==> src/rtl/fetch_pkg_r32i.sv <==
// Shared definitions for the RV32I instruction fetch unit.
//   NopIns             : canonical NOP (addi x0,x0,0) shown to the decoder when idle
//   DefaultResetVector : PC after reset unless overridden by the top parameter
//   fetchEntryT        : one prefetch FIFO entry, {fetch address, instruction word}
package fetch_pkg_r32i;

    localparam logic [31:0] NopIns             = 32'h0000_0013;
    localparam logic [31:0] DefaultResetVector = 32'h0000_0000;

    typedef struct packed {
        logic [31:0] addr;
        logic [31:0] data;
    } fetchEntryT;

endpackage

==> src/rtl/fetch_fifo_r32i.sv <==
// Small synchronous FIFO used for both the prefetch buffer and the address-tag
// queue of the fetch unit. Storage is a register array; the head entry is read
// directly from it, so a word pushed in cycle N is at the head in cycle N+1.
// Ports:
//   clk, reset         : clock, synchronous active-high reset
//   push, pushData     : write request and entry (dropped when full unless popping)
//   pop                : remove head entry (ignored when empty)
//   flush              : discard all entries; wins over push and pop
//   headData           : oldest entry (undefined contents when empty)
//   count, full, empty : occupancy status
module fetch_fifo_r32i #(
    parameter type EntryT = logic [31:0],
    parameter int  Depth  = 4
) (
    input  logic                   clk,
    input  logic                   reset,
    input  logic                   push,
    input  EntryT                  pushData,
    input  logic                   pop,
    input  logic                   flush,
    output EntryT                  headData,
    output logic [$clog2(Depth):0] count,
    output logic                   full,
    output logic                   empty
);

    localparam int PtrW = $clog2(Depth);

    EntryT            memArray [Depth];
    logic [PtrW-1:0]  wrPtrReg;
    logic [PtrW-1:0]  rdPtrReg;
    logic [PtrW:0]    countReg;
    logic             doPush;
    logic             doPop;

    assign full     = (countReg == (PtrW+1)'(Depth));
    assign empty    = (countReg == '0);
    assign count    = countReg;
    assign headData = memArray[rdPtrReg];

    // A full FIFO can still take a push when the head leaves in the same cycle.
    assign doPop  = pop && !flush && !empty;
    assign doPush = push && !flush && (!full || doPop);

    always_ff @(posedge clk) begin
        if (reset || flush) begin
            wrPtrReg <= '0;
            rdPtrReg <= '0;
            countReg <= '0;
        end else begin
            if (doPush) wrPtrReg <= wrPtrReg + PtrW'(1);
            if (doPop)  rdPtrReg <= rdPtrReg + PtrW'(1);
            case ({doPush, doPop})
                2'b10:   countReg <= countReg + (PtrW+1)'(1);
                2'b01:   countReg <= countReg - (PtrW+1)'(1);
                default: countReg <= countReg;
            endcase
        end
    end

    always_ff @(posedge clk) begin
        if (doPush) memArray[wrPtrReg] <= pushData;
    end

endmodule

==> src/rtl/instr_fetch_r32i.sv <==
// RV32I instruction fetch unit: owns the PC, issues word fetches over a
// valid/ready request channel (in-order responses), buffers returned words in
// a prefetch FIFO and hands them to the decoder with a valid/ready handshake.
// A redirect flushes buffered words and marks in-flight fetches as stale.
// Ports:
//   clk, reset                         : clock, synchronous active-high reset
//   MemReqValid/MemReqReady/MemReqAddr : fetch request channel
//   MemRespValid/MemRespData           : in-order fetch responses
//   InsValid/InsReady/rawIns/InsAddr   : instruction handed to the decoder
//   BranchTaken/BranchTarget           : redirect request
//   MisalignErr                        : one-cycle pulse for a misaligned target
module instr_fetch_r32i
    import fetch_pkg_r32i::*;
#(
    parameter int               dataW       = 32,
    parameter int               Depth       = 4,
    parameter logic [dataW-1:0] ResetVector = dataW'(DefaultResetVector)
) (
    input  logic             clk,
    input  logic             reset,
    output logic             MemReqValid,
    input  logic             MemReqReady,
    output logic [dataW-1:0] MemReqAddr,
    input  logic             MemRespValid,
    input  logic [dataW-1:0] MemRespData,
    output logic             InsValid,
    input  logic             InsReady,
    output logic [dataW-1:0] rawIns,
    output logic [dataW-1:0] InsAddr,
    input  logic             BranchTaken,
    input  logic [dataW-1:0] BranchTarget,
    output logic             MisalignErr
);

    localparam int CntW  = $clog2(Depth) + 1;
    // Stale fetches can pile up across back-to-back redirects while memory is
    // slow, so the drop counter is wider than the outstanding counter.
    localparam int DropW = CntW + 4;

    logic [dataW-1:0] pcReg, pcNext;
    logic [CntW-1:0]  outstandingReg, outstandingNext;
    logic [DropW-1:0] dropReg, dropNext;
    logic             misalignReg;

    logic             reqAccept;
    logic             dropping;
    logic             respKeep;
    logic             creditOk;
    logic [CntW:0]    inFlight;

    fetchEntryT       fifoHead;
    logic [CntW-1:0]  fifoCount;
    logic             fifoFull;
    logic             fifoEmpty;
    logic [dataW-1:0] tagHead;
    logic [CntW-1:0]  tagCount;
    logic             tagFull;
    logic             tagEmpty;
    logic             unusedStatus;

    assign dropping  = (dropReg != '0);
    assign respKeep  = MemRespValid && !dropping;
    assign reqAccept = MemReqValid && MemReqReady;

    // Buffered plus outstanding words never exceed Depth, so every response
    // that is kept is guaranteed a FIFO slot.
    assign inFlight    = {1'b0, fifoCount} + {1'b0, outstandingReg};
    assign creditOk    = (inFlight < (CntW+1)'(Depth));
    assign MemReqValid = !reset && !BranchTaken && creditOk;
    assign MemReqAddr  = pcReg;

    // Addresses of live (non-stale) requests, consumed as their data returns.
    fetch_fifo_r32i #(
        .EntryT (logic [dataW-1:0]),
        .Depth  (Depth)
    ) tagQueue (
        .clk      (clk),
        .reset    (reset),
        .push     (reqAccept),
        .pushData (pcReg),
        .pop      (respKeep),
        .flush    (BranchTaken),
        .headData (tagHead),
        .count    (tagCount),
        .full     (tagFull),
        .empty    (tagEmpty)
    );

    fetch_fifo_r32i #(
        .EntryT (fetchEntryT),
        .Depth  (Depth)
    ) insFifo (
        .clk      (clk),
        .reset    (reset),
        .push     (respKeep),
        .pushData ('{addr: tagHead, data: MemRespData}),
        .pop      (InsValid && InsReady),
        .flush    (BranchTaken),
        .headData (fifoHead),
        .count    (fifoCount),
        .full     (fifoFull),
        .empty    (fifoEmpty)
    );

    // Occupancy of the tag queue mirrors outstandingReg and the credit rule
    // keeps the prefetch FIFO from filling past capacity.
    assign unusedStatus = ^{fifoFull, tagCount, tagFull, tagEmpty};

    assign InsValid    = !fifoEmpty;
    assign rawIns      = InsValid ? fifoHead.data : NopIns;
    assign InsAddr     = InsValid ? fifoHead.addr : '0;
    assign MisalignErr = misalignReg;

    always_comb begin
        pcNext          = pcReg;
        outstandingNext = outstandingReg;
        dropNext        = dropReg;
        if (BranchTaken) begin
            pcNext          = {BranchTarget[dataW-1:2], 2'b00};
            outstandingNext = '0;
            // Every in-flight fetch becomes stale; a response landing this
            // cycle retires one of them (stale or live) right now.
            dropNext        = dropReg + DropW'(outstandingReg) - DropW'(MemRespValid);
        end else begin
            if (reqAccept) pcNext = pcReg + dataW'(4);
            if (MemRespValid && dropping) dropNext = dropReg - DropW'(1);
            outstandingNext = outstandingReg + CntW'(reqAccept) - CntW'(respKeep);
        end
    end

    always_ff @(posedge clk) begin
        if (reset) begin
            pcReg          <= ResetVector;
            outstandingReg <= '0;
            dropReg        <= '0;
            misalignReg    <= 1'b0;
        end else begin
            pcReg          <= pcNext;
            outstandingReg <= outstandingNext;
            dropReg        <= dropNext;
            misalignReg    <= BranchTaken && (BranchTarget[1:0] != 2'b00);
        end
    end

endmodule

==> config.mk <==
export PLATFORM = sky130hd
export DESIGN_NAME = instr_fetch_r32i
export DESIGN_NICKNAME = d
export VERILOG_FILES = /design/src/rtl/fetch_pkg_r32i.sv /design/src/rtl/fetch_fifo_r32i.sv /design/src/rtl/instr_fetch_r32i.sv
export SDC_FILE = /design/constraint.sdc
export NUM_CORES = 1
export LEC_CHECK = 0
export ABC_AREA = 1
export CAP_MARGIN = 10
export CORE_MARGIN = 4
export CORE_UTILIZATION = 44
export CTS_BUF_LIST = sky130_fd_sc_hd__clkbuf_8
export DETAILED_ROUTE_END_ITERATION = 8
export PLACE_DENSITY = 0.66
export SLEW_MARGIN = 15
export SYNTH_ARGS = -nofsm -noshare
export SYNTH_HDL_FRONTEND = slang
export SYNTH_HIERARCHICAL = 1
export SYNTH_SLANG_ARGS = --single-unit
export TNS_END_PERCENT = 10
==> constraint.sdc <==
create_clock -name clk -period 5.2 [get_ports clk]
set_clock_uncertainty 0.1 [all_clocks]
set_input_delay 0.78 -clock clk [delete_from_list [all_inputs] [get_ports clk]]
set_output_delay 0.78 -clock clk [all_outputs]
set_load 0.01 [all_outputs]
==> metrics.csv <==
metric,value,unit
place_congestion,0.8465,
fillers,3726,
wl_per_cell,16.78,um
cts_max_path_buffers,3,
clock-sinks,443,
synth_area,19050,um2
nets,2042,
critPathMaxStageDelay,0.75,ns
hold_slack,0.3943,ns
pwr_density_cell,332.3,nW/um2
first_global_vias,12772,
setup_viol,0,
most-common-layout-cells,"384 x edfxtp_1, 345 x nor2_1, 188 x inv_1",
start_kind,register,
grt_pass1_wl,68.60,mm
syn_inst,1748,
r2r-start,dropReg[4],
cts_made_buffers,74,
coreArea,42420,um2
die-area,46680,um2
holdPathEnd,insFifo/rdPtrReg[0],
ctsHoldBuffers,0,
pin_count,169,
root_buffer,clkbuf_8,
min-delay-start,insFifo/rdPtrReg[0],
drt_wl_total,43.15,mm
postCtsResizedCells,0,
cap_violations,0,
hold_depth,2,
ys_warn_count,6,
crit_type,register to primary output,
post_cts_buffers,0,
std_cell_rows,75,
antenna_found_initial,0,
worst_pin_slew,0.9696,ns
dpl-instance-area,21160,um2
arrival,3.39,ns
worstPathMaxFanout,88,
syn_area_per_cell,10.90,um2
maxSlewViolCount,0,
dieHeight,216.1,um
dr.pass1.iters,5,
syn2layout_area_growth,18.25,%
ir_worst_vdd,0.1791,mV
htree_levels,3,
rrSetupSlack,1.96,ns
die_w,216.1,um
cts_tree,done,
final_common_cell,edfxtp_1,
maxClockFrequency,234.3,MHz
dr_total_vias,13030,
post-route-util,0.5310,
path_cells,"buf_4, o21ai_0, o22ai_1, inv_1, nor2_1, clkdlybuf4s50_1",
slew_headroom,0.3536,
post-route-min-period,4.269,ns
tns,0,ns
end_kind,primary output,
final_area,22520,um2
p_leak,8.156,nW
insertion_delay,0.61,ns
timing.rr.end,insFifo/memArray[0][23],
hold_path_class,register to register,
hpwlAfterDp,26.65,mm
ant_nets,0,
rsz0062_at_grt,false,
regArea,12720,um2
remaining_drc_errors,0,
required,4.32,ns
n_antenna_cell,0,
hold_viol,0,
status,finished clean,
rr_worst_depth,9,
path_clk_slew,0.06,ns
port_buffers,166,
track_usage,0.1827,
via_per_inst,5.068,
crit_slowest_cell,buf_4,
period_share,0.8209,
initialDrtViolationCount,1033,
start_util,0.4491,
overflow,0,
grt_max_degree,110,
multi_input_area,5187,um2
drive_above_1_share,0.07673,
## area by class of cell
cell class / count / share of cell area
Sequential cell: 443 / 0.5647
Multi-Input combinational cell: 1058 / 0.2303
Timing Repair Buffer: 188 / 0.08399
Clock buffer: 77 / 0.04705
Tap cell: 577 / 0.03205
Inverter: 175 / 0.02961
Clock inverter: 53 / 0.01228
## worst max path at each step
stage                                   end    startpoint  cells past startpoint
floorplan            insFifo/memArray[0][0]  MemRespValid                      6
finish                          InsAddr[15]      register                      6
CTS                              rawIns[25]      register                      7
global route                    InsAddr[16]      register                      6
global placement    insFifo/memArray[0][25]  MemRespValid                      8
detailed placement        tagQueue/count[2]         reset                     17
## per-layer routing
layer,vias up,global-route usage,share of wire
met4,0,0.05099,0.018
met1,6205,0.2487,0.45
met5,-,0,0
li1,6405,-,-
met3,61,0.03431,0.057
met2,359,0.3034,0.48
## critical path: cells and delay by family, from the launching register on
family | cells | cell delay [ns]
buffers and inverters | 3 | 1.42
DFF | 1 | 0.63
AOI/OAI and AO/OA | 2 | 0.40
and+or+nand+nor | 1 | 0.25
## sequential cells by signal (all words and copies together), names as in the netlist, named ones only
name and count:
insFifo/memArray 256, tagQueue/memArray 128, MemReqAddr 30, dropReg 7, insFifo/count 3, outstandingReg 3, tagQueue/count 3, insFifo/rdPtrReg 2
insFifo/wrPtrReg 2, tagQueue/rdPtrReg 2, tagQueue/wrPtrReg 2, MisalignErr 1
## power breakdown
group | internal (W) | switching (W) | total (W)
sequential | 0.00394 | 0.0000735 | 0.00401
combinational | 0.000291 | 0.000400 | 0.000691
clock | 0.00143 | 0.00135 | 0.00278
total | 0.00566 | 0.00182 | 0.00749
## stage by stage
stage	cells	total power, W	setup slack [ns]
final	2571	0.007485	0.9314
after global routing	2571	0.007833	0.7304
after CTS	2570	0.007578	0.8887
after detailed placement	2440	0.004778	1.433
after global placement	2440	0.004761	1.463
after floorplan	1757	0.004494	0.4983
No activity file was read; power rests on OpenSTA's default activity.
